[config.mk]
export PLATFORM = sky130hd
export DESIGN_NAME = alu_share_arb4
export DESIGN_NICKNAME = d
export VERILOG_FILES = /design/src/rtl/alu_share_arb4.sv
export SDC_FILE = /design/constraint.sdc
export NUM_CORES = 1
export LEC_CHECK = 0
export CORE_AREA = 5 5 147 149
export DETAILED_ROUTE_END_ITERATION = 16
export DIE_AREA = 0 0 152 154
export DONT_BUFFER_PORTS = 1
export GPL_TIMING_DRIVEN = 0
export HOLD_SLACK_MARGIN = 0.03
export PLACE_DENSITY = 0.61
export SLEW_MARGIN = 10
export SYNTH_ARGS = -nofsm -noshare
export SYNTH_HDL_FRONTEND = slang
export SYNTH_SLANG_ARGS = --single-unit
export TNS_END_PERCENT = 1
[constraint.sdc]
create_clock -name clk -period 6.98 [get_ports clk]
set_input_delay 1.396 -clock clk [delete_from_list [all_inputs] [get_ports clk]]
set_output_delay 1.396 -clock clk [all_outputs]
set_load 0.01 [all_outputs]
[src/rtl/alu_share_arb4.sv]
// alu_share_arb4: one registered 32-bit ALU shared by four requesters.
// Requesters are served round-robin, one operation at a time, in three
// phases: IDLE (grant and latch operands), EXEC (evaluate and register the
// result), RESP (hold the result until the owner accepts it).
// Optional feature macro: ALU_SHARE_STATS_EN (per-requester completion counters).
module alu_share_arb4 #(
    parameter int DATA_WIDTH = 32,
    parameter int NUM_REQ    = 4
) (
    input  logic                        clk,
    input  logic                        rst,
    input  logic [NUM_REQ-1:0]          req_valid,
    output logic [NUM_REQ-1:0]          req_ready,
    input  logic [NUM_REQ*DATA_WIDTH-1:0] req_a,
    input  logic [NUM_REQ*DATA_WIDTH-1:0] req_b,
    input  logic [NUM_REQ*3-1:0]        req_op,
    output logic [NUM_REQ-1:0]          resp_valid,
    input  logic [NUM_REQ-1:0]          resp_ready,
    output logic [DATA_WIDTH-1:0]       resp_result,
    output logic                        resp_overflow,
    output logic                        resp_carryout,
    output logic                        resp_zero,
    output logic                        busy,
    output logic [1:0]                  grant_id,
    output logic [NUM_REQ*16-1:0]       stat_count
);

    typedef enum logic [1:0] {IDLE, EXEC, RESP} state_t;

    localparam logic [2:0] OP_AND = 3'b000;
    localparam logic [2:0] OP_OR  = 3'b001;
    localparam logic [2:0] OP_ADD = 3'b010;
    localparam logic [2:0] OP_SUB = 3'b110;
    localparam logic [2:0] OP_SLT = 3'b111;

    state_t                state_q, state_d;
    logic [1:0]            rr_ptr;
    logic [1:0]            sel_id;
    logic                  sel_valid;
    logic                  accept;
    logic                  resp_fire;
    logic [DATA_WIDTH-1:0] a_q, b_q;
    logic [2:0]            op_q;

    // ALU intermediate values
    logic                  sub_op;
    logic [DATA_WIDTH-1:0] b_eff;
    logic [DATA_WIDTH:0]   sum_ext;
    logic                  alu_ovf, alu_co;
    logic [DATA_WIDTH-1:0] alu_res;

    // Round-robin pick: first valid bit scanning rr_ptr, rr_ptr+1, ... mod 4.
    always_comb begin
        // NOTE: every comb output gets a default first so no path can infer a latch.
        sel_valid = 1'b0;
        sel_id    = rr_ptr;
        for (int k = NUM_REQ - 1; k >= 0; k--) begin
            if (req_valid[rr_ptr + 2'(k)]) begin
                sel_valid = 1'b1;
                sel_id    = rr_ptr + 2'(k);
            end
        end
    end

    assign accept    = (state_q == IDLE) && sel_valid && !rst;
    assign resp_fire = (state_q == RESP) && resp_ready[grant_id];
    assign req_ready = accept ? (NUM_REQ'(1) << sel_id) : '0;
    assign resp_valid = (state_q == RESP) ? (NUM_REQ'(1) << grant_id) : '0;
    assign busy      = (state_q != IDLE);

    // State register.
    always_ff @(posedge clk or posedge rst) begin
        if (rst) state_q <= IDLE;
        else     state_q <= state_d;
    end

    // Next-state logic: IDLE -> EXEC on a grant, EXEC -> RESP, RESP -> IDLE on handshake.
    always_comb begin
        state_d = state_q;
        case (state_q)
            IDLE:    if (sel_valid) state_d = EXEC;
            EXEC:    state_d = RESP;
            RESP:    if (resp_ready[grant_id]) state_d = IDLE;
            default: state_d = IDLE;
        endcase
    end

    // Shared ALU on the latched operands; flags always come from the adder.
    always_comb begin
        sub_op  = (op_q == OP_SUB) || (op_q == OP_SLT);
        b_eff   = sub_op ? ~b_q : b_q;
        sum_ext = {1'b0, a_q} + {1'b0, b_eff} + {{DATA_WIDTH{1'b0}}, sub_op};
        alu_ovf = (a_q[DATA_WIDTH-1] == b_eff[DATA_WIDTH-1]) &&
                  (sum_ext[DATA_WIDTH-1] != a_q[DATA_WIDTH-1]);
        // Carry for ADD, borrow (unsigned A<B) for SUB/SLT.
        alu_co  = sub_op ? ~sum_ext[DATA_WIDTH] : sum_ext[DATA_WIDTH];
        case (op_q)
            OP_AND:  alu_res = a_q & b_q;
            OP_OR:   alu_res = a_q | b_q;
            OP_ADD:  alu_res = sum_ext[DATA_WIDTH-1:0];
            OP_SUB:  alu_res = sum_ext[DATA_WIDTH-1:0];
            OP_SLT:  alu_res = {{(DATA_WIDTH-1){1'b0}}, sum_ext[DATA_WIDTH-1] ^ alu_ovf};
            default: alu_res = '0;
        endcase
    end

    // Datapath: grant capture in IDLE, result capture in EXEC, pointer advance on handshake.
    always_ff @(posedge clk or posedge rst) begin
        if (rst) begin
            rr_ptr        <= 2'd0;
            grant_id      <= 2'd0;
            a_q           <= '0;
            b_q           <= '0;
            op_q          <= '0;
            resp_result   <= '0;
            resp_overflow <= 1'b0;
            resp_carryout <= 1'b0;
            resp_zero     <= 1'b0;
        end else begin
            // NOTE: non-blocking assignments keep every register sampling pre-edge values.
            if (accept) begin
                grant_id <= sel_id;
                a_q      <= req_a[sel_id*DATA_WIDTH +: DATA_WIDTH];
                b_q      <= req_b[sel_id*DATA_WIDTH +: DATA_WIDTH];
                op_q     <= req_op[sel_id*3 +: 3];
            end
            if (state_q == EXEC) begin
                resp_result   <= alu_res;
                resp_overflow <= alu_ovf;
                resp_carryout <= alu_co;
                resp_zero     <= (alu_res == '0);
            end
            if (resp_fire) rr_ptr <= grant_id + 2'd1;
        end
    end

`ifdef ALU_SHARE_STATS_EN
    logic [NUM_REQ*16-1:0] stat_q;

    // Completion counters, one per requester, wrapping at 16 bits.
    always_ff @(posedge clk or posedge rst) begin
        if (rst) begin
            stat_q <= '0;
        end else if (resp_fire) begin
            for (int i = 0; i < NUM_REQ; i++) begin
                if (grant_id == 2'(i)) stat_q[i*16 +: 16] <= stat_q[i*16 +: 16] + 16'd1;
            end
        end
    end

    assign stat_count = stat_q;
`else
    assign stat_count = '0;
`endif

endmodule

==> results of run 1 <==
## placed cells by master (no fill, tap or decap), drive strengths merged, types with 8 or more instances in the layout
cell,instances
o21ai,64
ha,40
nand4,15
dfrtp,108
nor2,30
mux4,68
xnor2,42
buf,81
a21oi,51
inv,22
maj3,25
a22oi,13
a21o,12
conb,64
mux2,71
nand2,82
clkbuf,48
xor2,9
nor3,8
## layout make-up
class                      count  share of cell area
inverter                      22            0.008557
timing repair buffer           1            0.002689
clock buffer                  10             0.02237
buffer                       118             0.06858
sequential                   108              0.2641
tap                          270             0.03301
antenna                        1           0.0002445
multi-input combinational    695              0.5895
clock inverter                 6             0.01100
## where the power goes
part,switching (uW),leakage (uW),internal (uW)
logic,2810,0.00276,2080
clock network,234,0.000167,352
registers,343,0.00132,926
## critical path, cell delays in order (launching register included)
cell	delay (ns)
dfrtp_1	0.35
buf_2	0.17
nand2_1	0.22
buf_1	0.70
xnor2_1	0.20
ha_1	0.42
nand2_1	0.12
a211oi_4	0.27
o21ai_1	0.21
o41ai_1	0.72
xor2_1	0.14
a22oi_1	0.35
o2111ai_1	0.17
nor3_1	0.27
nand4_1	0.17
o41ai_2	0.29
## sequential cells by signal, summed over array words and instances (netlist names)
signal and flops:
resp_result 32, op_q 3, state_q 2, rr_ptr 2, a_q 32, grant_id 2
b_q 32, resp_overflow 1, resp_carryout 1, resp_zero 1
## per-layer routing
layer	track usage	up-vias	routed length, microns
li1	-	3309	-
met1	0.2969	3465	11450
met2	0.3675	304	13180
met3	0.04918	22	1923
met4	0.05394	0	425
met5	0	-	0
## through the flow
stage          hold slack (ns)  total power, uW
2_1_floorplan           0.4908             5003
5_1_grt                 0.5796             7300
4_1_cts                 0.5565             6726
3_5_place_dp            0.5400             6109
6_report                0.5528             6750
3_3_place_gp            0.5237             6073
## logic make-up after synthesis
kind of cell,Yosys count,synth area share
adders and majority gates,66,0.08302
other,1,0.0004039
AOI/OAI and AO/OA,201,0.1534
xor gates and xnor gates,51,0.04811
buffers and inverters,140,0.08450
muxes,139,0.2511
DFF,108,0.2911
and+or+nand+nor,174,0.08841
## path summary, 6_finish.rpt
| kind | cells after the start | slack [ns] | end |
|---|---|---|---|
| worst max-delay path | 15 | 2.09 | resp_zero |
| worst min-delay path | 2 | 0.55 | resp_result[26] |
| worst max register to register | 15 | 2.09 | resp_zero |
| worst min register to register | 2 | 0.55 | resp_result[26] |
| max in group asynchronous | 2 | 5.41 | b_q[9] |
| min in group asynchronous | 1 | 0.91 | a_q[27] |
==> impl_metrics.csv, run 1 <==
group,metric,value,unit
synth,synth_edf_count,0,
clock_tree,cts_tree,"built",
global_route,grt_pass1_wl,41390,microns
critical_path,r2r_start,"op_q[1]",
synth,syn_inst,880,
timing,hold_viol,0,
critical_path,cp.required,7.24,ns
placed_design,place.detailed.hpwl,22310,microns
synth,yosys.area.top_type_share,0.2911,
synth,synthesis.area,0.009284,sq mm
critical_path,cp-end-kind,"flop",
placed_design,postPlaceCellArea,0.009891,sq mm
drt,wire_per_inst,21.92,microns
global_route,grt_antenna_before_repair,0,
synth,ys.flop_type,"dfrtp_1",
drt,via_per_inst,5.768,
cells_and_area,layout.cells.non_filler,1231,
cells_and_area,drive_gt1_frac,0.2719,
drt,drc,0,
drt,initialDrtViolationCount,422,
synth,yosysTopAreaCell,"dfrtp_1",
cells_and_area,syn_to_final_growth,10.24,%
clock_tree,cts_resized,0,
clock_tree,htreeDepth,3,
pwr,power_density,659.5,mW/mm^2
timing,rsz0062_at_grt,"false",
min_path,hp-class,"flop to flop",
synth,ys_seq_elements,108,
synth,ys_types,78,
floorplanning,start_util,0.4633,
critical_path,cp-start-kind,"flop",
drt,drt_wl_total,26980,microns
global_route,grt_start_max_net_pins,64,
timing,finalCritPeriodShare,0.7005,
cells_and_area,fillers,1825,
timing,worstMarginPinSlew,1.169,ns
critical_path,crit_start,"op_q[1]",
clock_tree,cts_root_buffer,"clkbuf_16",
timing,setup_viol,0,
clock_tree,clock_latency,0.36,ns
floorplanning,rows,52,
timing,maxSlewViolCount,0,
global_route,grt_pass1_vias,7290,
cells_and_area,regArea,0.002703,sq mm
clock_tree,cts_setup_buffers,0,
floorplanning,die_x,152,microns
timing,period_minus_slack,4.890,ns
timing,relSlewSlack,0.2205,
cells_and_area,fin_area,0.01023,sq mm
critical_path,crit_fanout,10,
synth,ys_top_cells_by_area,"dfrtp_1 (29%), mux4_2 (16%), mux2_2 (8.5%)",
timing,finalSetupTns,0,ns
placed_design,dpl.cell_count,1214,
synth,synthArstFlopShare,1.000,
critical_path,cp.arrival,5.15,ns
pwr,p_leak,0.004252,uW
outcome,status,"finished clean",
cells_and_area,fin_nets,1274,
drt,first_pass_iters,5,
global_route,track_usage,0.2214,
synth,synth.most_common_cell,"dfrtp_1",
critical_path,crit_type,"flop to flop",
placed_design,io_buffers,0,
floorplanning,design.portCount,388,
global_route,grt_overflow,0,
placed_design,pre_cts_slack,2.064,ns
synth,ys_seq_area_frac,0.2911,
clock_tree,cts_buffer_depth,2,
flow_run,cap_viol_max_count,0,
synth,synth_common_cells,"dfrtp_1 (108), nand2_1 (82), mux2_2 (70), mux4_2 (68), buf_4 (64)",
cells_and_area,multi_input_area,0.006033,sq mm
timing,clock.fmax,204.5,MHz
clock_tree,path_clk_slew,0.07,ns
clock_tree,cts_sinks,108,
floorplanning,chipHeight,154,microns
floorplanning,dieArea,0.02341,sq mm
clock_tree,numCtsBuffers,9,
drt,vias,7100,
pwr,ir_drop,235.5,uV
min_path,min_from,"resp_result[26]",
synth,synth_area_per_cell,10.55,sq um
timing,finClkSkew,0.005072,ns
synth,yosysWarnings,0,
cells_and_area,fin_util,0.5107,
placed_design,globalplace.congestion,0.9374,
floorplanning,core_area,0.02004,sq mm
clock_tree,hold_buffers,0,
drt,ant_nets,0,
timing,worst_slack,2.091,ns
Power figures use the tool's default switching activity.
==> run 2: changes to the inputs <==
clock period = 5.1 ns   (was 6.98 ns; I/O delays follow)
==> run 2 against run 1 <==
Final area barely moved. Final cell count unchanged. Sequential share of layout area hardly changed. Register-to-register slack worse by 1.5 ns. Setup slack worse by 1.5 ns. Clock power increased by 28%. Clock-buffer cell count unchanged. Die area unchanged. Combinational power up 37%. Critical path type unchanged. Largest cell class unchanged. Highest routed layer is now met5.
==> impl_metrics.csv, run 2 (synthesis gave the netlist of run 1 again) <==
group,metric,value,unit
critical_path,rr_endpoint,"resp_zero",
pwr,p_switching,4662,uW
timing,hold_viol,0,
cells_and_area,syn_to_final_growth,10.20,%
pwr,swShare,0.5063,
clock_tree,cts_sinks,108,
cells_and_area,top_regs,"a_q x32, b_q x32, resp_result x32",
global_route,grt_pass1_vias,7285,
clock_tree,cts_buffer_depth,2,
placed_design,place.detailed.hpwl,23180,microns
floorplanning,rows,52,
clock_tree,cts_resized,0,
timing,period_minus_slack,4.517,ns
critical_path,cp-end-kind,"flop",
cells_and_area,final_cell_mix,"dfrtp_1 (108), nand2_1 (82), mux2_2 (70)",
outcome,status,"finished clean",
clock_tree,hold_buffers,0,
timing,clock.fmax,221.4,MHz
pwr,p_leak,0.004250,uW
critical_path,cp.arrival,4.78,ns
global_route,grt_overflow,0,
critical_path,r2r_cells,15,
timing,worst_slack,0.5834,ns
critical_path,r2r_start,"op_q[1]",
placed_design,globalplace.congestion,0.9428,
pwr,pwr-share-seq,0.188,
pwr,pwr-share-clk,0.082,
timing,finalCritPeriodShare,0.8856,
timing,fin_hold_ws,0.4999,ns
global_route,grt_pass1_wl,42890,microns
clock_tree,numCtsBuffers,9,
timing,finClkSkew,0.008945,ns
critical_path,crit_fanout,10,
critical_path,cp.required,5.36,ns
critical_path,crit_type,"flop to flop",
cells_and_area,drive_gt1_frac,0.2747,
cells_and_area,layout_commonest_cell,"dfrtp_1",
drt,vias,7078,
clock_tree,cts_setup_buffers,0,
drt,via_per_inst,5.750,
floorplanning,dieArea,0.02341,sq mm
drt,wire_per_inst,22.83,microns
drt,ant_nets,0,
pwr,p_comb_frac,0.730,
cells_and_area,antenna_cells,0,
critical_path,rrSetupSlack,0.58,ns
floorplanning,core_area,0.02004,sq mm
timing,setup_viol,0,
placed_design,io_buffers,0,
drt,drt_wl_total,28110,microns
clock_tree,htreeDepth,3,
timing,finalSetupTns,0,ns
critical_path,crit_start,"op_q[1]",
floorplanning,die_x,152,microns
critical_path,cp-start-kind,"flop",
floorplanning,start_util,0.4633,
timing,worstMarginPinSlew,1.094,ns
flow_run,cap_viol_max_count,0,
floorplanning,design.portCount,388,
clock_tree,cts_root_buffer,"clkbuf_16",
min_path,hp-class,"input pin to async pin",
pwr,ir_drop,295.0,uV
drt,drc,0,
global_route,track_usage,0.2337,
cells_and_area,fin_nets,1276,
timing,rsz0062_at_grt,"false",
clock_tree,path_clk_slew,0.07,ns
clock_tree,cts_tree,"built",
placed_design,pre_cts_slack,0.3686,ns
drt,initialDrtViolationCount,534,
pwr,intPower,4545,uW
timing,relSlewSlack,0.2709,
timing,maxSlewViolCount,0,
drt,first_pass_iters,6,
global_route,grt_start_max_net_pins,38,
clock_tree,clock_latency,0.37,ns
pwr,power_density,899.8,mW/mm^2
floorplanning,chipHeight,154,microns
global_route,grt_antenna_before_repair,3,
-- run 2: changes by cell type in the layout (fill, tap and decap cells not counted), sizes merged --
cell      delta
bufinv       -1
inv          -1
clkinv       -1
clkinvlp     +2
clkbuf       +2
diode        -1
-- run 2: area by class of cell --
class,count,area [sq um]
Timing Repair Buffer,3,60.06
Clock inverter,5,77.57
Buffer,118,704.4
Sequential cell,108,2703
Tap cell,270,337.8
Inverter,22,86.33
Multi-Input combinational cell,695,6033
Clock buffer,10,229.0
Fill cell,1885,9808
-- run 2: critical path, cell delays in order (launching register included) --
cell and delay [ns]:
dfrtp_1 0.32, buf_2 0.20, nand2_1 0.21, clkbuf_2 0.36, xnor2_1 0.21, ha_1 0.40
nand2b_2 0.11, a211oi_4 0.33, o21ai_1 0.23, o41ai_1 0.69, xor2_1 0.13, a22oi_1 0.33
o2111ai_1 0.17, nor3_1 0.23, nand4_1 0.18, o41ai_2 0.29
-- run 2: routing by layer --
metal / wire [microns] / up-vias / track usage / share of wire
met1: 11420 / 3456 / 0.2927 / 0.41
met5: 28 / - / 0 / 0.0010
met3: 2073 / 31 / 0.07617 / 0.074
li1: - / 3309 / - / -
met4: 374 / 6 / 0.04666 / 0.013
met2: 14210 / 276 / 0.3992 / 0.51
-- run 2: how the worst max path moves through the flow --
stage | end | slack (ns)
finish | resp_zero | 0.58
global placement | req_ready[3] | -0.76
CTS | resp_zero | 0.32
global route | resp_zero | 0.26
detailed placement | resp_zero | 0.37
floorplan | req_ready[3] | 0.49
-- run 2: per-stage QoR --
step	instance area, sq um	utilization	std cells	power [uW]
global route	10230	0.5106	1231	9963
floorplan	9524	-	943	6848
global placement	9862	0.4921	1213	8332
finish	10230	0.5106	1231	9206
detailed placement	9922	0.4951	1216	8389
CTS	10230	0.5104	1231	9176
-- run 2: power by group through the flow --
stage / Combinational [uW] / Clock (uW) / Sequential, uW
6_report: 6720 / 751 / 1730
5_1_grt: 7360 / 806 / 1800
4_1_cts: 6660 / 768 / 1740
3_5_place_dp: 6630 / 0 / 1760
3_3_place_gp: 6590 / 0 / 1740
2_1_floorplan: 5240 / 0 / 1600
